`config.mk`:
```
export PLATFORM = sky130hd
export DESIGN_NAME = sfu_lookup_frontend
export DESIGN_NICKNAME = d
export VERILOG_FILES = /design/src/rtl/sfu_pkg.sv /design/src/rtl/sfu_rsqrt_classify.sv /design/src/rtl/sfu_lookup_frontend.sv
export SDC_FILE = /design/constraint.sdc
export NUM_CORES = 1
export LEC_CHECK = 0
export CAP_MARGIN = 10
export CORE_AREA = 8 8 99 101
export CTS_BUF_LIST = sky130_fd_sc_hd__clkbuf_16
export DETAILED_ROUTE_END_ITERATION = 10
export DIE_AREA = 0 0 107 109
export GPL_TIMING_DRIVEN = 0
export PLACE_DENSITY = 0.7
export REMOVE_ABC_BUFFERS = 1
export SYNTH_ARGS = -nofsm -noshare
export SYNTH_HDL_FRONTEND = slang
export SYNTH_HIERARCHICAL = 1
export SYNTH_SLANG_ARGS = --single-unit
```
`constraint.sdc`:
```
create_clock -name core_clock_i -period 7.6 [get_ports core_clock_i]
set_input_delay 1.52 -clock core_clock_i [delete_from_list [all_inputs] [get_ports core_clock_i]]
set_output_delay 1.52 -clock core_clock_i [all_outputs]
set_load 0.03 [all_outputs]
```
`src/rtl/sfu_pkg.sv`:
```
// Shared types and constants for the special-function unit front end.
package sfu_pkg;

  localparam int EXP_BIAS = 63;

  localparam logic [23:0] FP24_QNAN = 24'h7F8000;
  localparam logic [23:0] FP24_PINF = 24'h7F0000;
  localparam logic [23:0] FP24_ZERO = 24'h000000;
  localparam logic [23:0] FIX_ONE   = 24'h010000;

  typedef enum logic [2:0] {
    SFU_RSQRT = 3'd0,
    SFU_SIN   = 3'd1,
    SFU_COS   = 3'd2
  } sfu_op_e;

  // Side-band that travels with a lookup so the assembly stage can build the result.
  typedef struct packed {
    logic        special;
    logic [23:0] special_val;
    logic        sign;
    logic [6:0]  exp;
    logic        fmt;
  } sfu_sb_t;

endpackage

```
`src/rtl/sfu_rsqrt_classify.sv`:
```
// Combinational RSQRT classifier: special-case detection, ROM address and result exponent.
module sfu_rsqrt_classify #(
  parameter int EXP_BIAS = 63
) (
  input  logic [23:0] operand,
  output logic        special,
  output logic [23:0] special_val,
  output logic [9:0]  addr,
  output logic [6:0]  res_exp
);
  import sfu_pkg::*;

  logic              sign;
  logic [6:0]        e;
  logic [15:0]       m;
  logic signed [7:0] e_unb;
  logic signed [7:0] k;
  logic              p;
  logic signed [7:0] pow4_exp;
  logic signed [7:0] tbl_exp;

  assign sign  = operand[23];
  assign e     = operand[22:16];
  assign m     = operand[15:0];
  assign e_unb = $signed({1'b0, e}) - $signed(8'(EXP_BIAS));
  assign p     = e_unb[0];
  assign k     = e_unb >>> 1;

  // 1/sqrt(2^(2k)) is exact; otherwise the table yields 2*(2^p*1.m)^-1/2 in [1,2),
  // which costs one from the exponent.
  assign pow4_exp = $signed(8'(EXP_BIAS)) - k;
  assign tbl_exp  = pow4_exp - 8'sd1;

  // Priority-ordered special-case decode; the table path is the fall-through.
  always_comb begin
    special     = 1'b0;
    special_val = FP24_ZERO;
    addr        = {p, m[15:7]};
    res_exp     = tbl_exp[6:0];
    if (sign && (e != 7'd0)) begin
      special     = 1'b1;
      special_val = FP24_QNAN;
    end else if (e == 7'd0) begin
      special     = 1'b1;
      special_val = FP24_PINF;
    end else if ((e == 7'h7F) && (m != 16'd0)) begin
      special     = 1'b1;
      special_val = FP24_QNAN;
    end else if (e == 7'h7F) begin
      special     = 1'b1;
      special_val = FP24_ZERO;
    end else if (!p && (m == 16'd0)) begin
      special     = 1'b1;
      special_val = {1'b0, pow4_exp[6:0], 16'h0000};
    end
  end

endmodule

```
`src/rtl/sfu_lookup_frontend.sv`:
```
// SFU front end: classifies the operand, drives the RSQRT / TRANC ROM read port,
// and delivers side-band aligned with the ROM data (latency 2, one op per cycle).
module sfu_lookup_frontend #(
  parameter int ADDR_W   = 10,
  parameter int DATA_W   = 24,
  parameter int EXP_BIAS = 63
) (
  input  logic              core_clock_i,
  input  logic              core_reset_i,
  input  logic              flush_i,
  input  logic [DATA_W-1:0] core_operand,
  input  logic [2:0]        core_special_op,
  input  logic              valid,
  output logic              rsqrt_rd_en,
  output logic [ADDR_W-1:0] rsqrt_rd_addr,
  output logic              tranc_rd_en,
  output logic [ADDR_W-1:0] tranc_rd_addr,
  output logic              sb_valid,
  output logic              sb_special,
  output logic [DATA_W-1:0] sb_special_val,
  output logic              sb_sign,
  output logic [6:0]        sb_exp,
  output logic              sb_fmt
);
  import sfu_pkg::*;

  logic              cls_special;
  logic [23:0]       cls_val;
  logic [9:0]        cls_addr;
  logic [6:0]        cls_exp;

  logic              go;
  logic [1:0]        quad;
  logic [ADDR_W-1:0] idx;

  logic              vld_p1_d, vld_p1_q;
  logic              rsqrt_rd_en_d, rsqrt_rd_en_q;
  logic [ADDR_W-1:0] rsqrt_rd_addr_d, rsqrt_rd_addr_q;
  logic              tranc_rd_en_d, tranc_rd_en_q;
  logic [ADDR_W-1:0] tranc_rd_addr_d, tranc_rd_addr_q;
  sfu_sb_t           sb_p1_d, sb_p1_q;
  logic              sb_valid_d, sb_valid_q;
  sfu_sb_t           sb_p2_d, sb_p2_q;

  sfu_rsqrt_classify #(
    .EXP_BIAS (EXP_BIAS)
  ) u_classify (
    .operand     (core_operand),
    .special     (cls_special),
    .special_val (cls_val),
    .addr        (cls_addr),
    .res_exp     (cls_exp)
  );

  // S1 next state: op decode, ROM select and side-band for the presented operand.
  always_comb begin
    go   = valid & ~flush_i;
    quad = core_operand[23:22];
    if (core_special_op == SFU_COS) quad = quad + 2'd1;
    idx  = core_operand[21:12];

    vld_p1_d        = go;
    rsqrt_rd_en_d   = 1'b0;
    tranc_rd_en_d   = 1'b0;
    rsqrt_rd_addr_d = cls_addr;
    // Odd quadrants run the quarter-wave table backwards.
    tranc_rd_addr_d = quad[0] ? ~idx : idx;
    sb_p1_d         = '0;

    case (core_special_op)
      SFU_RSQRT: begin
        sb_p1_d.special     = cls_special;
        sb_p1_d.special_val = cls_val;
        sb_p1_d.exp         = cls_exp;
        rsqrt_rd_en_d       = go & ~cls_special;
      end
      SFU_SIN, SFU_COS: begin
        // Peak of the wave lies one past the end of the table: return 1.0 directly.
        sb_p1_d.special     = quad[0] && (idx == '0);
        sb_p1_d.special_val = FIX_ONE;
        sb_p1_d.sign        = quad[1];
        sb_p1_d.fmt         = 1'b1;
        tranc_rd_en_d       = go & ~sb_p1_d.special;
      end
      default: begin
        sb_p1_d.special     = 1'b1;
        sb_p1_d.special_val = FP24_ZERO;
      end
    endcase
  end

  // S2 next state: side-band follows the ROM's one-cycle read; flush kills the op in S1.
  always_comb begin
    sb_valid_d = vld_p1_q & ~flush_i;
    sb_p2_d    = sb_p1_q;
  end

  // S1 registers: ROM read port and stage-1 side-band.
  always_ff @(posedge core_clock_i or posedge core_reset_i) begin
    if (core_reset_i) begin
      vld_p1_q        <= 1'b0;
      rsqrt_rd_en_q   <= 1'b0;
      rsqrt_rd_addr_q <= '0;
      tranc_rd_en_q   <= 1'b0;
      tranc_rd_addr_q <= '0;
      sb_p1_q         <= '0;
    end else begin
      vld_p1_q        <= vld_p1_d;
      rsqrt_rd_en_q   <= rsqrt_rd_en_d;
      rsqrt_rd_addr_q <= rsqrt_rd_addr_d;
      tranc_rd_en_q   <= tranc_rd_en_d;
      tranc_rd_addr_q <= tranc_rd_addr_d;
      sb_p1_q         <= sb_p1_d;
    end
  end

  // S2 registers: side-band presented alongside ROM rd_data.
  always_ff @(posedge core_clock_i or posedge core_reset_i) begin
    if (core_reset_i) begin
      sb_valid_q <= 1'b0;
      sb_p2_q    <= '0;
    end else begin
      sb_valid_q <= sb_valid_d;
      sb_p2_q    <= sb_p2_d;
    end
  end

  assign rsqrt_rd_en    = rsqrt_rd_en_q;
  assign rsqrt_rd_addr  = rsqrt_rd_addr_q;
  assign tranc_rd_en    = tranc_rd_en_q;
  assign tranc_rd_addr  = tranc_rd_addr_q;
  // A flush also suppresses the op leaving S2 that cycle, so nothing issued
  // before the flush is reported downstream.
  assign sb_valid       = sb_valid_q & ~flush_i;
  assign sb_special     = sb_p2_q.special;
  assign sb_special_val = sb_p2_q.special_val;
  assign sb_sign        = sb_p2_q.sign;
  assign sb_exp         = sb_p2_q.exp;
  assign sb_fmt         = sb_p2_q.fmt;

endmodule

```
==> results of run 1 <==
## logic make-up after synthesis
kind of cell / after synthesis
simple gates: 77
compound gates: 23
other cells: 1
flops: 92
xor+xnor: 21
buf+inv: 43
mux: 1
fa+ha+maj: 3
## power groups by stage
stage,clock network (uW),registers (uW),logic (uW)
global route,469,520,158
global placement,0,527,143
floorplan,0,561,40.8
finish,435,518,147
detailed placement,0,527,148
CTS,448,518,149
## registers in the layout, indices dropped and copies added, names as in the netlist
name            cells
sb_p1_q            34
sb_special_val     24
sb_fmt              1
rsqrt_rd_addr      10
sb_exp              7
sb_valid_q          1
sb_sign             1
tranc_rd_en         1
rsqrt_rd_en         1
sb_special          1
tranc_rd_addr      10
vld_p1_q            1
## worst max-delay path: stages
cell and delay (ns):
clkdlybuf4s50_1 0.44, nor2b_1 0.12, clkdlybuf4s50_1 0.68
## final cells by class
| class | count | area (um^2) |
|---|---|---|
| sequential | 92 | 2300 |
| tap | 108 | 135 |
| multi-input combinational | 141 | 1030 |
| timing repair buffer | 89 | 910 |
| inverter | 7 | 28.8 |
| fill | 702 | 3670 |
| clock buffer | 9 | 225 |
| clock inverter | 6 | 71.3 |
## layer usage
metal	global-route usage, %	up-vias	part of all wire [%]
met4	6.63	0	2.1
met3	5.02	13	8.8
met2	19.8	71	51
met5	0	-	0
li1	-	976	-
met1	12.5	1015	38
## stage by stage
step	util (%)	setup slack, ns
after floorplan	-	3.69
after global placement	52.1	2.54
after detailed placement	52.6	3.31
after CTS	56.2	3.31
after global routing	56.2	3.27
final	56.2	3.33
## worst paths after layout
kind,startpoint,endpoint,slack (ns),cells after the start
setup / recovery,flush_i,sb_valid,3.33,3
hold / removal,sb_p1_q[0],sb_fmt,0.35,0
setup reg to reg,vld_p1_q,sb_valid_q,7.01,1
hold reg to reg,sb_p1_q[0],sb_fmt,0.35,0
max in group asynchronous,core_reset_i,sb_exp[0],5.43,3
min in group asynchronous,core_reset_i,sb_special_val[23],1.57,2
## cell usage after synthesis (all sizes together), types with 4 or more instances
library cell / count / area [um^2]
nor2b: 4 / 25.0
and2: 30 / 188
clkbuf: 4 / 15.0
buf: 32 / 256
dfrtp: 92 / 2300
nand3: 6 / 47.6
nand2: 5 / 18.8
o21ai: 7 / 35.0
nor4: 6 / 62.6
xor2: 6 / 52.6
nor2: 6 / 22.5
a21oi: 4 / 20.0
xnor2: 15 / 139
inv: 7 / 26.3
==> flow_summary.ini, run 1 <==
[global_routing]
antenna_found_initial = 0
grt_pass1_wl_um = 10600
grt_overflow = 0
grt_pass1_vias = 2195
gr-usage-all-layers_pct = 11.9
grt_max_degree = 57

[synth]
synth_seq_area_share_pct = 64.4
yosys.area_share.simple_pct = 15.7
synth_adder_area_share_pct = 1.05
synth.distinct_cells = 47
yosys_warnings = 6
syn_inst = 261
synth-compound-area-share_pct = 4.76
netlist_area_um2 = 3570
synth.area.mux_share_pct = 0.280
synth-edff-count = 0
synth_top_family_by_area = simple AND/OR/NAND/NOR gates
async_reset_ff_share_pct = 100
avgSynthCellArea_um2 = 13.7
synthXorXnorAreaFrac_pct = 5.36
synth_flop_cell = dfrtp_1
ys_ff_latch = 92

[clock_network]
clk_path_buf_depth = 2
clkTransAtPathRegs_ns = 0.06
post_cts_buffers = 0
cts.sinks = 92
clock_latency_ns = 0.33
holdBufCountCts = 0
cts_tree = done
cts_buffers = 9
ctsRootBufferMaster = clkbuf_16
cts.repair.resized = 0
h-tree-depth = 3

[sta]
worst_pin_slew_ns = 0.867
setup_viol = 0
relSlewSlack_pct = 41.9
finalCritPeriodShare_pct = 56.2
grt_setup_unrepaired = no
worst_hold_slack_ns = 0.347
fin_crit_ns = 4.27
tns_ns = 0
timing.final.hold_violations = 0
slew_violations = 0
skew_ns = 0.00307
maxClockFrequency_mhz = 234

[power]
power.total_uw = 1100
internal_power_uw = 830
p_leak_uw = 0.00213
power.share.sequential_pct = 47.1
cellPowerDensity_nw_per_um2 = 234
power_frac_comb_pct = 13.3
clkPwrFrac_pct = 39.6
p_sw_uw = 270
sw_frac_of_total_pct = 24.5
vdd_ir_drop_max_v = 0.000116

[layout]
finalNetCount = 374
final_cell_area_um2 = 4710
drive_gt1_share_pct = 10.5
fin_cells = 452
syn_to_final_growth_pct = 31.7
final_common_cell = dfrtp_1
final_cell_mix = dfrtp_1 (92), clkdlybuf4s50_1 (87), and2_1 (30)
diodes = 0

[placement]
dp_cells = 437
hpwl_um = 4810
numPortBuffers = 87
dpl-instance-area_um2 = 4410
gp_congestion = 0.775

[route]
first_iter_violations = 59
drtAntennaViolNets = 0
firstDrtPassIters = 4
avgRoutedWirePerCell_um = 14.1
drt_wl_total_um = 6380
drc = 0
vias_per_cell = 4.59
via_count = 2075

[worst_hold_path]
worstHoldPathType = flip-flop to flip-flop

[die]
initial_core_util_pct = 42.6
row_count = 34
die_area_um2 = 11700
core-area_um2 = 8380
die_x_um = 107
die_h_um = 109
num_io_pins = 88

[setup_path]
cp.required_ns = 6.08
setup.worst_path.class = input pin to output port
crit_arrival_ns = 2.75
endpoint_kind = output port
worstSetupStartpointType = input pin
crit_fanout = 3

[run_status]
status = finished, final reports clean

[flow_run]
cap_violations = 0
(Power assumes the default switching activity.)
==> run 2, diff against run 1 <==
--- a/config.mk
+++ b/config.mk
@@ -11,7 +11,7 @@
 export DETAILED_ROUTE_END_ITERATION = 10
 export DIE_AREA = 0 0 107 109
 export GPL_TIMING_DRIVEN = 0
-export PLACE_DENSITY = 0.7
+export PLACE_DENSITY = 0.73
 export REMOVE_ABC_BUFFERS = 1
 export SYNTH_ARGS = -nofsm -noshare
 export SYNTH_HDL_FRONTEND = slang
==> constraint.sdc (replaced) <==
create_clock -name core_clock_i -period 3.5 [get_ports core_clock_i]
set_input_delay 0.7 -clock core_clock_i [delete_from_list [all_inputs] [get_ports core_clock_i]]
set_output_delay 0.7 -clock core_clock_i [all_outputs]
set_load 0.03 [all_outputs]
==> run 2 against run 1 <==
Sequential power increased by 120%. Worst setup slack worse by 2.7 ns. Final cell count grew 0.22%. Critical path type is now input pin to flip-flop.
==> flow_summary.ini, run 2 (synthesized netlist as in run 1, its figures left out) <==
[run_status]
status = finished, final reports clean

[setup_path]
cp.required_ns = 3.67
worstSetupStartpointType = input pin
critPathLaunch = core_operand[16]
setup.worst_path.class = input pin to flip-flop
crit_arrival_ns = 3.08
endpoint_kind = flip-flop
rr_worst_depth = 1
r2r-start = vld_p1_q
crit_fanout = 9

[power]
power_frac_comb_pct = 13.3
power.share.sequential_pct = 47.1
vdd_ir_drop_max_v = 0.000235
internal_power_uw = 1800
clkPwrFrac_pct = 39.7
p_sw_uw = 588
p_leak_uw = 0.00213
cellPowerDensity_nw_per_um2 = 508
sw_frac_of_total_pct = 24.6

[route]
via_count = 2043
avgRoutedWirePerCell_um = 14.1
drc = 0
first_iter_violations = 61
vias_per_cell = 4.51
drtAntennaViolNets = 0
firstDrtPassIters = 4
drt_wl_total_um = 6380

[clock_network]
clock_latency_ns = 0.33
cts_tree = done
cts.repair.resized = 0
clkTransAtPathRegs_ns = 0.06
cts.sinks = 92
clk_path_buf_depth = 2
cts_buffers = 9
post_cts_buffers = 0
ctsRootBufferMaster = clkbuf_16
h-tree-depth = 3
holdBufCountCts = 0

[die]
die_h_um = 109
core-area_um2 = 8380
row_count = 34
die_x_um = 107
initial_core_util_pct = 42.6
die_area_um2 = 11700
num_io_pins = 88

[sta]
maxClockFrequency_mhz = 344
relSlewSlack_pct = 41.5
grt_setup_unrepaired = no
worst_hold_slack_ns = 0.346
tns_ns = 0
skew_ns = 0.00318
fin_crit_ns = 2.91
fin_ws_ns = 0.594
finalCritPeriodShare_pct = 83.0
worst_pin_slew_ns = 0.873
setup_viol = 0
slew_violations = 0
timing.final.hold_violations = 0

[placement]
hpwl_um = 4600
gp_congestion = 0.785
dp_slack_ns = 0.227
numPortBuffers = 87

[flow_run]
cap_violations = 0

[layout]
final_cell_mix = dfrtp_1 (92), clkdlybuf4s50_1 (87), and2_1 (30)
largest_reg_flops = 34
finalNetCount = 374
syn_to_final_growth_pct = 31.8
regMostFlops = sb_p1_q
diodes = 0
final_common_cell = dfrtp_1
drive_gt1_share_pct = 10.4

[worst_hold_path]
worstHoldPathType = flip-flop to flip-flop
worstHoldStart = sb_p1_q[26]
hold_depth = 0

[global_routing]
grt_pass1_vias = 2166
grt_pass1_wl_um = 10700
grt_overflow = 0
grt_max_degree = 65
gr-usage-all-layers_pct = 11.8
antenna_found_initial = 0
==> run 2: cell types whose count changed in the layout (fill, tap and decap cells not counted), sizes merged <==
cell / previous run / this run
clkinvlp: 2 / 1
clkinv: 1 / 3
==> run 2: power by group through the flow <==
stage          clock, uW  combinational (uW)  sequential, uW
6_report             949                 317            1120
5_1_grt             1020                 344            1130
4_1_cts              979                 321            1130
3_5_place_dp           0                 320            1140
3_3_place_gp           0                 310            1140
2_1_floorplan          0                88.6            1220
==> run 2: routing by layer <==
| metal | routed length (um) | global-route usage [%] | up-vias |
|---|---|---|---|
| li1 | - | - | 969 |
| met1 | 2570 | 13.0 | 1000 |
| met2 | 3190 | 20.0 | 64 |
| met3 | 513 | 4.67 | 10 |
| met4 | 102 | 4.82 | 0 |
| met5 | 0 | 0 | - |
==> run 2: path summary, 6_finish.rpt <==
kind	to	slack [ns]
max in group asynchronous	sb_special_val[19]	2.19
worst min register to register	sb_special_val[17]	0.35
worst min-delay path	sb_special_val[17]	0.35
min in group asynchronous	sb_fmt	0.71
worst max register to register	sb_valid_q	2.91
worst max-delay path	sb_p1_q[33]	0.59
==> run 2: per-stage QoR <==
| step | power [uW] | cell area (um^2) | utilization, % | cells |
|---|---|---|---|---|
| 2_1_floorplan | 1310 | 3360 | - | 240 |
| 3_3_place_gp | 1450 | 4360 | 52.1 | 435 |
| 3_5_place_dp | 1470 | 4410 | 52.6 | 437 |
| 4_1_cts | 2430 | 4710 | 56.2 | 453 |
| 5_1_grt | 2490 | 4710 | 56.2 | 453 |
| 6_report | 2390 | 4710 | 56.2 | 453 |
==> run 2: cell type report <==
type	count	area [um^2]
fill	691	3670
sequential	92	2300
multi-input combinational	141	1030
timing repair buffer	89	910
clock buffer	9	225
tap	108	135
clock inverter	7	72.6
inverter	7	28.8
==> run 2: critical path, stage by stage <==
cell and delay [ns]:
clkdlybuf4s50_1 0.70, inv_1 0.19, ha_1 0.23, or4b_4 0.20, nor3_4 0.04, or4_1 0.56, nor3b_1 0.16, a211oi_1 0.18
o31ai_1 0.11
